[src/rtl/ofdm_ctrl_pkg.sv]
// Shared definitions for the OFDM symbol-path control blocks: load-select
// encodings of the 8-bit load-select register, control state enum and
// parameter legality helper.
package ofdm_ctrl_pkg;

    localparam logic [1:0] LOAD_HOLD  = 2'd0;
    localparam logic [1:0] LOAD_DATA  = 2'd1;
    localparam logic [1:0] LOAD_SHIFT = 2'd2;
    localparam logic [1:0] LOAD_HIZ   = 2'd3;  // reserved, never issued

    typedef enum logic {
        EMPTY = 1'b0,
        SEND  = 1'b1
    } state_e;

    // Symbol width must be 1, 2 or 4 and divide the byte width evenly.
    function automatic bit sym_bits_legal(input int sym_bits, input int data_w);
        return ((sym_bits == 1) || (sym_bits == 2) || (sym_bits == 4)) &&
               ((data_w % sym_bits) == 0);
    endfunction

endpackage

[src/rtl/sym_shift_ctrl.sv]
// Sequencing/flow-control stage in front of the load-select register.
// Accepts bytes over valid/ready, loads them into the register, then walks
// the byte out MSB-first as SYM_BITS-wide symbols by shifting the register
// in place. The register owns the data; this block owns only state and rem.
module sym_shift_ctrl
    import ofdm_ctrl_pkg::*;
#(
    parameter int DATA_W   = 8,
    parameter int SYM_BITS = 2
) (
    input  logic                clk,
    input  logic                reset_n,
    input  logic [DATA_W-1:0]   in_data,
    input  logic                in_valid,
    output logic                in_ready,
    input  logic                flush,
    input  logic [DATA_W-1:0]   reg_q,
    output logic [DATA_W-1:0]   reg_data,
    output logic [DATA_W-1:0]   reg_shift_data,
    output logic [1:0]          load_sel,
    output logic [SYM_BITS-1:0] sym_out,
    output logic                sym_valid,
    output logic                sym_last,
    input  logic                sym_ready
);

    localparam int NSYM  = DATA_W / SYM_BITS;
    localparam int REM_W = $clog2(NSYM + 1);

    generate
        if (!sym_bits_legal(SYM_BITS, DATA_W)) begin : g_bad_sym_bits
            $error("sym_shift_ctrl: illegal SYM_BITS for DATA_W");
        end
    endgenerate

    state_e             state_q, state_d;
    logic [REM_W-1:0]   rem_q, rem_d;
    logic               acc, take;

    // Handshake decode and datapath steering; reset_n gates every output
    // so the register sees HOLD and the mapper sees nothing while in reset.
    always_comb begin
        sym_valid      = reset_n && (state_q == SEND);
        sym_last       = sym_valid && (rem_q == REM_W'(1));
        take           = sym_valid && sym_ready;
        in_ready       = reset_n && !flush &&
                         ((state_q == EMPTY) || (take && sym_last));
        acc            = in_valid && in_ready;
        sym_out        = reg_q[DATA_W-1 -: SYM_BITS];
        reg_data       = in_data;
        reg_shift_data = {reg_q[DATA_W-SYM_BITS-1:0], {SYM_BITS{1'b0}}};
        if (acc)
            load_sel = LOAD_DATA;
        else if (take && !sym_last && !flush)
            load_sel = LOAD_SHIFT;
        else
            load_sel = LOAD_HOLD;
    end

    // Next state: flush wins, then load of a new byte, then symbol countdown.
    always_comb begin
        state_d = state_q;
        rem_d   = rem_q;
        if (flush) begin
            state_d = EMPTY;
            rem_d   = '0;
        end else if (state_q == EMPTY) begin
            if (acc) begin
                state_d = SEND;
                rem_d   = REM_W'(NSYM);
            end
        end else if (take) begin
            if (!sym_last) begin
                rem_d = rem_q - REM_W'(1);
            end else if (acc) begin
                rem_d = REM_W'(NSYM);   // back-to-back byte, no bubble
            end else begin
                state_d = EMPTY;
                rem_d   = '0;
            end
        end
    end

    // State and remaining-symbol counter, synchronous active-low reset.
    always_ff @(posedge clk) begin
        if (!reset_n) begin
            state_q <= EMPTY;
            rem_q   <= '0;
        end else begin
            state_q <= state_d;
            rem_q   <= rem_d;
        end
    end

endmodule
[config.mk]
export PLATFORM = sky130hd
export DESIGN_NAME = sym_shift_ctrl
export DESIGN_NICKNAME = d
export VERILOG_FILES = /design/src/rtl/ofdm_ctrl_pkg.sv /design/src/rtl/sym_shift_ctrl.sv
export SDC_FILE = /design/constraint.sdc
export NUM_CORES = 1
export LEC_CHECK = 0
export CELL_PAD_IN_SITES_DETAIL_PLACEMENT = 0
export CELL_PAD_IN_SITES_GLOBAL_PLACEMENT = 2
export CORE_MARGIN = 5
export CORE_UTILIZATION = 13
export DETAILED_ROUTE_END_ITERATION = 10
export GPL_ROUTABILITY_DRIVEN = 0
export PLACE_DENSITY_LB_ADDON = 0.1
export SLEW_MARGIN = 30
export SYNTH_ARGS = -nofsm -noshare
export SYNTH_HDL_FRONTEND = slang
export SYNTH_SLANG_ARGS = --single-unit
[constraint.sdc]
create_clock -name clk -period 2.3 [get_ports clk]
set_input_delay 0.23 -clock clk [delete_from_list [all_inputs] [get_ports clk]]
set_output_delay 0.23 -clock clk [all_outputs]
set_load 0.05 [all_outputs]
Yosys cells after proc, flatten, opt, wreduce, memory -nomap -nowiden

Cells that the tools add are included.

Register bits: 4
Bits of input ports: 21
Output and inout bits: 23
Word-level logic and storage cells: 33

Add/subtract/negate cells: 1
Equal/unequal tests: 2
Mux-type cells: 11
Bitwise gates (word level): 2
Reductions and logical operators: 15

Operators with widths:

| cell                                                   | count |
|---|---|
| two-way mux 3 bit                                      | 5 |
| logical AND 1 bit                                      | 9 |
| two-way mux 1 bit                                      | 4 |
| two-way mux 2 bit                                      | 2 |
| equality test 3 x 1 -> 1 bit (second input constant)   | 1 |
| subtractor 3 x 1 -> 3 bit (second input constant)      | 1 |
| zero test 1 bit                                        | 2 |
| inequality test 2 x 1 -> 1 bit (second input constant) | 1 |
| NOT 1 bit                                              | 2 |
| AND reduction 2 bit                                    | 1 |
| nonzero test 2 bit                                     | 1 |
| OR reduction 2 bit                                     | 1 |
| logical OR 1 bit                                       | 1 |

Longest topological paths before layout

Gate-level depths: netlist of the first run.

Word-level depth: 10
Gate-level depth with buffers: 6
Gate-level depth less buffers: 5

Least setup slack after synthesis of the first run

No wires, ideal clock.

Kind: register to output
Start point: register rem_q[0]
End point: output port load_sel[0]
Data arrival time: 1.850 ns
Required time: 2.070 ns
Slack: 0.220 ns
Stages on the path, launching flop included: 6
Path buffers: 1
Path through: dfxtp_1 -> ha_1 -> nand3b_1 -> a21oi_1 -> and2_1 -> buf_4

Word-level cells in the longest chain between the ends: 7

RTL lines:

| item                         | line                 | text |
|---|---|---|
| from (decl)                  | sym_shift_ctrl.sv:37 | `logic [REM_W-1:0] rem_q, rem_d;` |
| from (signal assigned)       | sym_shift_ctrl.sv:91 | `rem_q <= rem_d;` |
| equality test 3 x 1 -> 1 bit | sym_shift_ctrl.sv:44 | `sym_last = sym_valid && (rem_q == REM_W'(1));` |
| logical AND 1 bit            | sym_shift_ctrl.sv:44 |  |
| logical AND 1 bit            | sym_shift_ctrl.sv:47 | `((state_q == EMPTY) \|\| (take && sym_last));` |
| logical OR 1 bit             | sym_shift_ctrl.sv:47 |  |
| logical AND 1 bit            | sym_shift_ctrl.sv:46 | `in_ready = reset_n && !flush &&` |
| net in_ready                 | sym_shift_ctrl.sv:15 | `output logic in_ready,` |
| logical AND 1 bit            | sym_shift_ctrl.sv:48 | `acc = in_valid && in_ready;` |
| net acc                      | sym_shift_ctrl.sv:38 | `logic acc, take;` |
| two-way mux 2 bit            | sym_shift_ctrl.sv:52 | `if (acc)` |
| to (decl)                    | sym_shift_ctrl.sv:20 | `output logic [1:0] load_sel,` |

The timed path passes the listed nets, and every way through them passes these cells.

Final worst setup path of the first run

Start point: input port reset_n
End point: output port sym_valid

Word-level cells in the longest chain between the ends: 1

RTL lines:

| item              | line                 | text |
|---|---|---|
| from (decl)       | sym_shift_ctrl.sv:12 | `input logic reset_n,` |
| logical AND 1 bit | sym_shift_ctrl.sv:43 | `sym_valid = reset_n && (state_q == SEND);` |
| to (decl)         | sym_shift_ctrl.sv:22 | `output logic sym_valid,` |

No other way between the ends.

==> results of run 1 <==
-- power groups by stage --
stage	clock [mW]	sequential [mW]	combinational, mW
6_report	0.0848	0.0752	0.0467
5_1_grt	0.0969	0.0753	0.0498
4_1_cts	0.0923	0.0751	0.0469
3_5_place_dp	0	0.0761	0.0467
3_3_place_gp	0	0.0763	0.0474
2_1_floorplan	0	0.0754	0.107
-- logic make-up after synthesis --
kind of cell,count (synthesis),synth area share
compound gates,7,0.130
fa+ha+maj,2,0.0617
buf+inv,22,0.380
flops,4,0.198
mux,1,0.0247
other cells,1,0.00925
simple gates,14,0.198
-- sequential cells by signal (all words and copies together) (netlist names) --
| signal | count |
|---|---|
| rem_q | 3 |
| state_q | 1 |
-- synthesized netlist by cell type, drive strengths merged --
cell / instances
nor2: 2
nor2b: 2
buf: 19
and2: 3
nor3: 1
ha: 2
a21oi: 4
or3: 1
a2bb2oi: 1
nand2b: 1
mux2i: 1
a2111oi: 1
a211o: 1
inv: 3
conb: 1
nand3b: 1
dfxtp: 4
nand2: 3
-- final cells by class --
type	count	area, um2	share of cell area
multi-input cells	26	175	0.390
repair buffers	9	105	0.234
flip-flops and latches	4	80.1	0.178
well taps	44	55.1	0.123
clock buffers	3	22.5	0.0501
inverters	3	11.3	0.0251
-- layer usage --
layer / routed length (um) / track usage / share of wire
met3: 96 / 0.0306 / 0.11
met1: 324 / 0.0419 / 0.37
met2: 439 / 0.0601 / 0.50
met4: 10 / 0.0570 / 0.011
met5: 0 / 0 / 0
-- per-stage QoR --
stage	instance area (um2)	hold slack [ns]	instances	worst slack (ns)
after global placement	427	0.460	86	0.396
after detailed placement	427	0.460	86	0.382
after global routing	449	0.460	89	0.348
after CTS	449	0.460	89	0.377
final	449	0.460	89	0.391
after floorplan	409	0.347	52	0.220
-- worst paths after layout --
check | cells after the start | from | end
max | 3 | reset_n | sym_valid
min | 0 | in_data[6] | reg_data[6]
max reg2reg | 5 | rem_q[1] | rem_q[0]
min reg2reg | 2 | rem_q[0] | rem_q[0]
==> flow_summary.toml, run 1 <==
[timing]
rsz0062_at_grt = "no"
max_freq_mhz = 524
slew_viol_final = 0
fin_crit_ns = 1.91
fin_worst_skew_ns = 0.00265
relSlewSlack = 0.659
setup_viol = 0
hold_viol = 0
fin_crit_sh = 0.830
worst_pin_slew_ns = 0.510
finalSetupTns_ns = 0

[final_layout]
drive_gt1_frac = 0.222
final_common_cell = "clkdlybuf4s50_1"
fin_nets = 70
final_cell_mix = "clkdlybuf4s50_1, a21oi_1, dfxtp_1"
fill_cells = 351
diodes = 0
area_growth_pct = 10.8
fin_util = 0.148

[power_and_ir_drop]
p_switching_mw = 0.0579
p_seq_frac = 0.364
powerDensity_nw_per_um2 = 460
power.internal_mw = 0.149
power_leakage_nw = 0.161
combPwrFrac = 0.226
ir_drop_mv = 0.147
p_total_mw = 0.207
pwr-share-clk = 0.410
switching_share = 0.280

[clocking]
post_cts_resize_count = 0
clock_tree.root_cell = "clkbuf_4"
cts_setup_buffers = 0
cts.path.max_buffers = 2
cts_tree = "yes"
clk_latency_ns = 0.23
ctsHoldBuffers = 0
cts_buffers = 3
h-tree-depth = 1
cts.sinks = 4

[yosys]
ys_ff_latch = 4
yosysSeqAreaShare = 0.198
post_synth.cell_area_avg_um2 = 7.95
synth.largest_area_cell = "buf_4"
synth_area_um2 = 405
synth_cell_types = 20
ys_warn_count = 0
syn_inst = 51
synth_area_leaders = "buf_4, dfxtp_1, ha_1"
synth_top_area_frac = 0.352

[worst_setup_path]
slowest_stage = "clkdlybuf4s50_1"
path_cells = "clkdlybuf4s50_1, and2_1, clkdlybuf4s50_1"
r2r_slack_ns = 0.97
start_kind = "input pin"
cp-end-kind = "output pin"
path_delay_family = "buffers and inverters"
cpMostUsedCell = "clkdlybuf4s50_1"
critical_path.max_fanout = 3
critPathBufInv = 2
worstSetupPathType = "input pin to output pin"
max_stage_delay_ns = 0.81
required_ns = 2.07
worstPathArrival_ns = 1.68

[floorplan]
start_util = 0.134
die_area_um2 = 4330
die_h_um = 65.8
row_count = 20
ioPinCount = 44
die_w_um = 65.8
core-area_um2 = 3030

[global_route]
gr-total-overflow = 0
antenna_found_initial = 0
grt_max_degree = 7
grt_pass1_wl_um = 1360
grt_pass1_vias = 283
grtUsageTotal = 0.0457

[flow_run]
maxCapViolCount = 0

[detailed_routing]
vias_per_cell = 2.91
ant_nets = 0
finalWirelength_um = 871
wl_per_cell_um = 9.79
firstDrtPassIters = 3
dr_total_vias = 259
drtIter0Drc = 9
drcViolationCount = 0

[hold_path]
hold_class = "input pin to output pin"

[outcome]
status = "complete, no violations"

[placed_design]
numPortBuffers = 9
dp_hpwl_um = 722
Note: power is estimated with default switching activity, not from simulation.
==> run 2, diff against run 1 <==
--- a/config.mk
+++ b/config.mk
@@ -8,7 +8,7 @@
 export CELL_PAD_IN_SITES_DETAIL_PLACEMENT = 0
 export CELL_PAD_IN_SITES_GLOBAL_PLACEMENT = 2
 export CORE_MARGIN = 5
-export CORE_UTILIZATION = 13
+export CORE_UTILIZATION = 11
 export DETAILED_ROUTE_END_ITERATION = 10
 export GPL_ROUTABILITY_DRIVEN = 0
 export PLACE_DENSITY_LB_ADDON = 0.1
==> constraint.sdc (replaced) <==
create_clock -name clk -period 1.75 [get_ports clk]
set_input_delay 0.175 -clock clk [delete_from_list [all_inputs] [get_ports clk]]
set_output_delay 0.175 -clock clk [all_outputs]
set_load 0.05 [all_outputs]
==> run 2 against run 1 <==
Worst setup slack got worse by 0.25 ns. Highest routed layer is now met3. Clock skew fell by 0.0025 ns. Sequential share of layout area fell by 2.8 points. Critical endpoint is now load_sel[1]. Hold slack got worse by 0.11 ns.
==> flow_summary.toml, run 2 (synthesis gave the netlist of run 1 again) <==
[timing]
max_freq_mhz = 620
slew_viol_final = 0
hold_viol = 0
setup_viol = 0
rsz0062_at_grt = "no"
fin_crit_sh = 0.921
finalSetupTns_ns = 0
fin_crit_ns = 1.61
fin_worst_skew_ns = 0.000114

[worst_setup_path]
worstSetupPathType = "flip-flop to output pin"
worst_r2r_path_depth = 5
cp-end-kind = "output pin"
required_ns = 1.57
start_kind = "flip-flop"
worstPathArrival_ns = 1.44
critical_path.max_fanout = 4

[power_and_ir_drop]
combPwrFrac = 0.198
powerDensity_nw_per_um2 = 683
ir_drop_mv = 0.239
switching_share = 0.246
p_seq_frac = 0.273
pwr-share-clk = 0.529
p_switching_mw = 0.0894
power.internal_mw = 0.274
power_leakage_nw = 0.190

[placed_design]
numPortBuffers = 9
dp_hpwl_um = 812

[floorplan]
row_count = 22
die_area_um2 = 5000
ioPinCount = 44
die_h_um = 70.7
die_w_um = 70.7
start_util = 0.112
core-area_um2 = 3610

[final_layout]
diodes = 0
largest_reg_flops = 3
regMostFlops = "rem_q"
fin_util = 0.147
top_regs = "rem_q x3, state_q x1"
fin_nets = 72
final_cell_mix = "buf_12, clkdlybuf4s50_1, dfxtp_1"
drive_gt1_frac = 0.319
final_common_cell = "buf_12"
area_growth_pct = 31.2

[detailed_routing]
firstDrtPassIters = 4
dr_total_vias = 277
ant_nets = 0
drtIter0Drc = 9
finalWirelength_um = 924
drcViolationCount = 0
wl_per_cell_um = 9.73
vias_per_cell = 2.92

[global_route]
grt_use_met3 = 0.0398
grt_max_degree = 6
grt_pass1_wl_um = 1440
grtUsageTotal = 0.0382
gr-total-overflow = 0
grt.met2_usage = 0.0556
grtUsageMet1 = 0.0381
grt-busiest-layer = "met2"
grt_pass1_vias = 298
antenna_found_initial = 0

[hold_path]
hold_class = "input pin to output pin"
hold_depth = 0

[flow_run]
maxCapViolCount = 0

[clocking]
cts_buffers = 3
cts.path.max_buffers = 2
cts_tree = "yes"
post_cts_resize_count = 0
clk_latency_ns = 0.22
cts.sinks = 4
h-tree-depth = 1
ctsHoldBuffers = 0
cts_setup_buffers = 0
clk_pin_slew_worst_paths_ns = 0.03
clock_tree.root_cell = "clkbuf_8"

[outcome]
status = "complete, no violations"
==> run 2: cell types whose count changed in the layout (fill, tap and decap cells not counted), sizes merged <==
cell	change
buf	+3
clkdlybuf4s50	-1
==> run 2: final timing paths <==
path	from	endpoint	slack [ns]
worst max-delay path	rem_q[1]	load_sel[1]	0.14
worst min-delay path	in_data[6]	reg_data[6]	0.35
worst max register to register	rem_q[1]	rem_q[0]	0.41
worst min register to register	rem_q[1]	rem_q[1]	0.49
==> run 2: power by group through the flow <==
| stage | registers, mW | logic [mW] | clock network (mW) |
|---|---|---|---|
| 4_1_cts | 0.0992 | 0.0728 | 0.199 |
| 3_3_place_gp | 0.101 | 0.0744 | 0 |
| 2_1_floorplan | 0.0993 | 0.142 | 0 |
| 3_5_place_dp | 0.100 | 0.0725 | 0 |
| 5_1_grt | 0.0996 | 0.0766 | 0.211 |
| 6_report | 0.0991 | 0.0718 | 0.192 |
==> run 2: final cells by class <==
type / instances / area, um2
fillers: 396 / 3070
multi-input cells: 26 / 184
repair buffers: 11 / 155
flip-flops and latches: 4 / 80.1
well taps: 48 / 60.1
clock buffers: 3 / 41.3
inverters: 3 / 11.3
==> run 2: metal layers <==
layer | vias to the layer above | wire (um)
met5 | - | 0
li1 | 137 | -
met4 | 0 | 0
met3 | 0 | 134
met2 | 13 | 413
met1 | 127 | 375
==> run 2: worst max-delay path, stage by stage, from the launching register on <==
cell and delay, ns:
dfxtp_1 0.32, inv_1 0.06, ha_1 0.21, nor2b_2 0.20, nor3_2 0.26, buf_12 0.17
==> run 2: stage by stage <==
stage	cells	hold WS, ns	total power [mW]	area (um2)	setup slack, ns
2_1_floorplan	52	0.292	0.241	418	0.0453
3_3_place_gp	92	0.350	0.175	490	0.203
3_5_place_dp	92	0.350	0.173	490	0.207
4_1_cts	95	0.350	0.371	532	0.104
5_1_grt	95	0.350	0.387	532	0.00364
6_report	95	0.350	0.363	532	0.138
==> run 3, diff against run 2 <==
--- a/config.mk
+++ b/config.mk
@@ -11,7 +11,8 @@
 export CORE_UTILIZATION = 11
 export DETAILED_ROUTE_END_ITERATION = 10
 export GPL_ROUTABILITY_DRIVEN = 0
-export PLACE_DENSITY_LB_ADDON = 0.1
+export PLACE_DENSITY = 0.75
+export REMOVE_ABC_BUFFERS = 1
 export SLEW_MARGIN = 30
 export SYNTH_ARGS = -nofsm -noshare
 export SYNTH_HDL_FRONTEND = slang
==> run 3 against run 2 <==
Final cell count stayed put. Clock-buffer cell count stayed put. Power is 1.5% lower. Clock power is 2% lower. Combinational power is 1% lower. Sequential power is 0.4% lower. Cell area is 0.71% lower. First-iteration DRC count grew to 4.4 times the previous value. Die area stayed put. Clock skew is 0.0026 ns higher. Global-route usage hardly changed. Sequential share of layout area is 0.11 points higher. Critical path type unchanged. Largest power group unchanged.
==> flow_summary.toml, run 3 (synthesis gave the netlist of run 1 again) <==
[outcome]
status = "complete, no violations"

[final_layout]
regMostFlops = "rem_q"
final_cell_mix = "buf_12, a21oi_1, clkdlybuf4s50_1, dfxtp_1"
fin_util = 0.146
final_common_cell = "buf_12"
regArea_um2 = 80.1
fill_cells = 396
final_cell_area_um2 = 528
largest_reg_flops = 3
top_regs = "rem_q x3, state_q x1"
diodes = 0
fin_nets = 72
drive_gt1_frac = 0.298
multi_input_area_um2 = 180
area_growth_pct = 30.2

[floorplan]
core-area_um2 = 3610
die_h_um = 70.7
ioPinCount = 44
row_count = 22
die_area_um2 = 5000
die_w_um = 70.7
start_util = 0.112

[detailed_routing]
wl_per_cell_um = 9.43
ant_nets = 0
finalWirelength_um = 896
drtIter0Drc = 40
drcViolationCount = 0
firstDrtPassIters = 2
vias_per_cell = 3.18
dr_total_vias = 302

[timing]
slew_viol_final = 0
fin_worst_skew_ns = 0.00273
hold_viol = 0
setup_viol = 0
fin_crit_sh = 0.929
worst_hold_slack_ns = 0.350
max_freq_mhz = 615
fin_crit_ns = 1.62
rsz0062_at_grt = "no"

[clocking]
clock_tree.root_cell = "clkbuf_8"
clk_latency_ns = 0.21
cts_tree = "yes"
clk_pin_slew_worst_paths_ns = 0.03
cts_buffers = 3
cts.path.max_buffers = 2
h-tree-depth = 1
cts.sinks = 4
cts_setup_buffers = 0

[placed_design]
numPortBuffers = 9
dp_hpwl_um = 715
post_dp_cell_area_um2 = 482

[power_and_ir_drop]
power_leakage_nw = 0.190
p_total_mw = 0.358
powerDensity_nw_per_um2 = 678
ir_drop_mv = 0.237

[global_route]
gr-total-overflow = 0
grt_pass1_wl_um = 1430
grtUsageTotal = 0.0378
antenna_found_initial = 0
grt_pass1_vias = 353
grt_max_degree = 6

[worst_setup_path]
cp-end-kind = "output pin"
path_cells = "ha_1, nand3b_1, a21oi_1, and2_1, buf_12"
start_kind = "flip-flop"
max_stage_delay_ns = 0.36
worstPathArrival_ns = 1.45
slowest_stage = "dfxtp_1"
required_ns = 1.57
critical_path.max_fanout = 4
worstSetupPathType = "flip-flop to output pin"

[flow_run]
maxCapViolCount = 0

[hold_path]
hold_class = "input pin to output pin"
-- run 3: cell types whose count changed in the layout (fill, tap and decap cells not counted) --
cell | before | now
a21oi_2 | 1 | 0
a21oi_1 | 3 | 4
-- run 3: per-stage QoR --
stage	setup TNS [ns]	setup WS, ns	instances
2_1_floorplan	-0.642	-0.405	33
6_report	0	0.125	95
3_3_place_gp	0	0.218	92
4_1_cts	0	0.0268	95
5_1_grt	0	0.0504	95
3_5_place_dp	0	0.219	92
-- run 3: power by group --
group	switching (mW)	leakage (nW)	internal, mW
Sequential	0.00365	0.0326	0.0950
Clock	0.0420	0.0216	0.146
Combinational	0.0390	0.136	0.0321
Total	0.0846	0.190	0.273
-- run 3: per-layer routing --
metal,GRT usage,up-vias,share of wire
met2,0.0433,38,0.42
met1,0.0278,128,0.32
met5,0,-,0
met3,0.0739,0,0.26
li1,-,136,-
met4,0.00626,0,0
-- run 3: final timing paths --
path                            slack, ns     endpoint  startpoint  depth (start not counted)
worst min register to register       0.49     rem_q[1]    rem_q[1]                          2
worst max-delay path                 0.13  load_sel[0]    rem_q[0]                          5
worst min-delay path                 0.35  reg_data[0]  in_data[0]                          0
worst max register to register       0.40     rem_q[0]    rem_q[1]                          5
-- run 3: layout make-up --
class / count / share of cell area
clock buffers: 3 / 0.0782
well taps: 48 / 0.114
multi-input cells: 26 / 0.341
flip-flops and latches: 4 / 0.152
repair buffers: 11 / 0.294
inverters: 3 / 0.0213
-- run 3: what timing repair did --
action / 4_1_cts / 5_1_grt
hold buffers: 0 / 0
gates resized for setup: 0 / 1
hold endpoints to repair: 0 / 0
setup endpoints to repair: 0 / 1
-- run 3: critical path: cells and delay by family, from the launching register on --
kind | cells | cell delay (ns)
AOI/OAI and AO/OA | 1 | 0.21
adders and majority gates | 1 | 0.21
buffers and inverters | 1 | 0.15
DFF | 1 | 0.36
and+or+nand+nor | 2 | 0.32
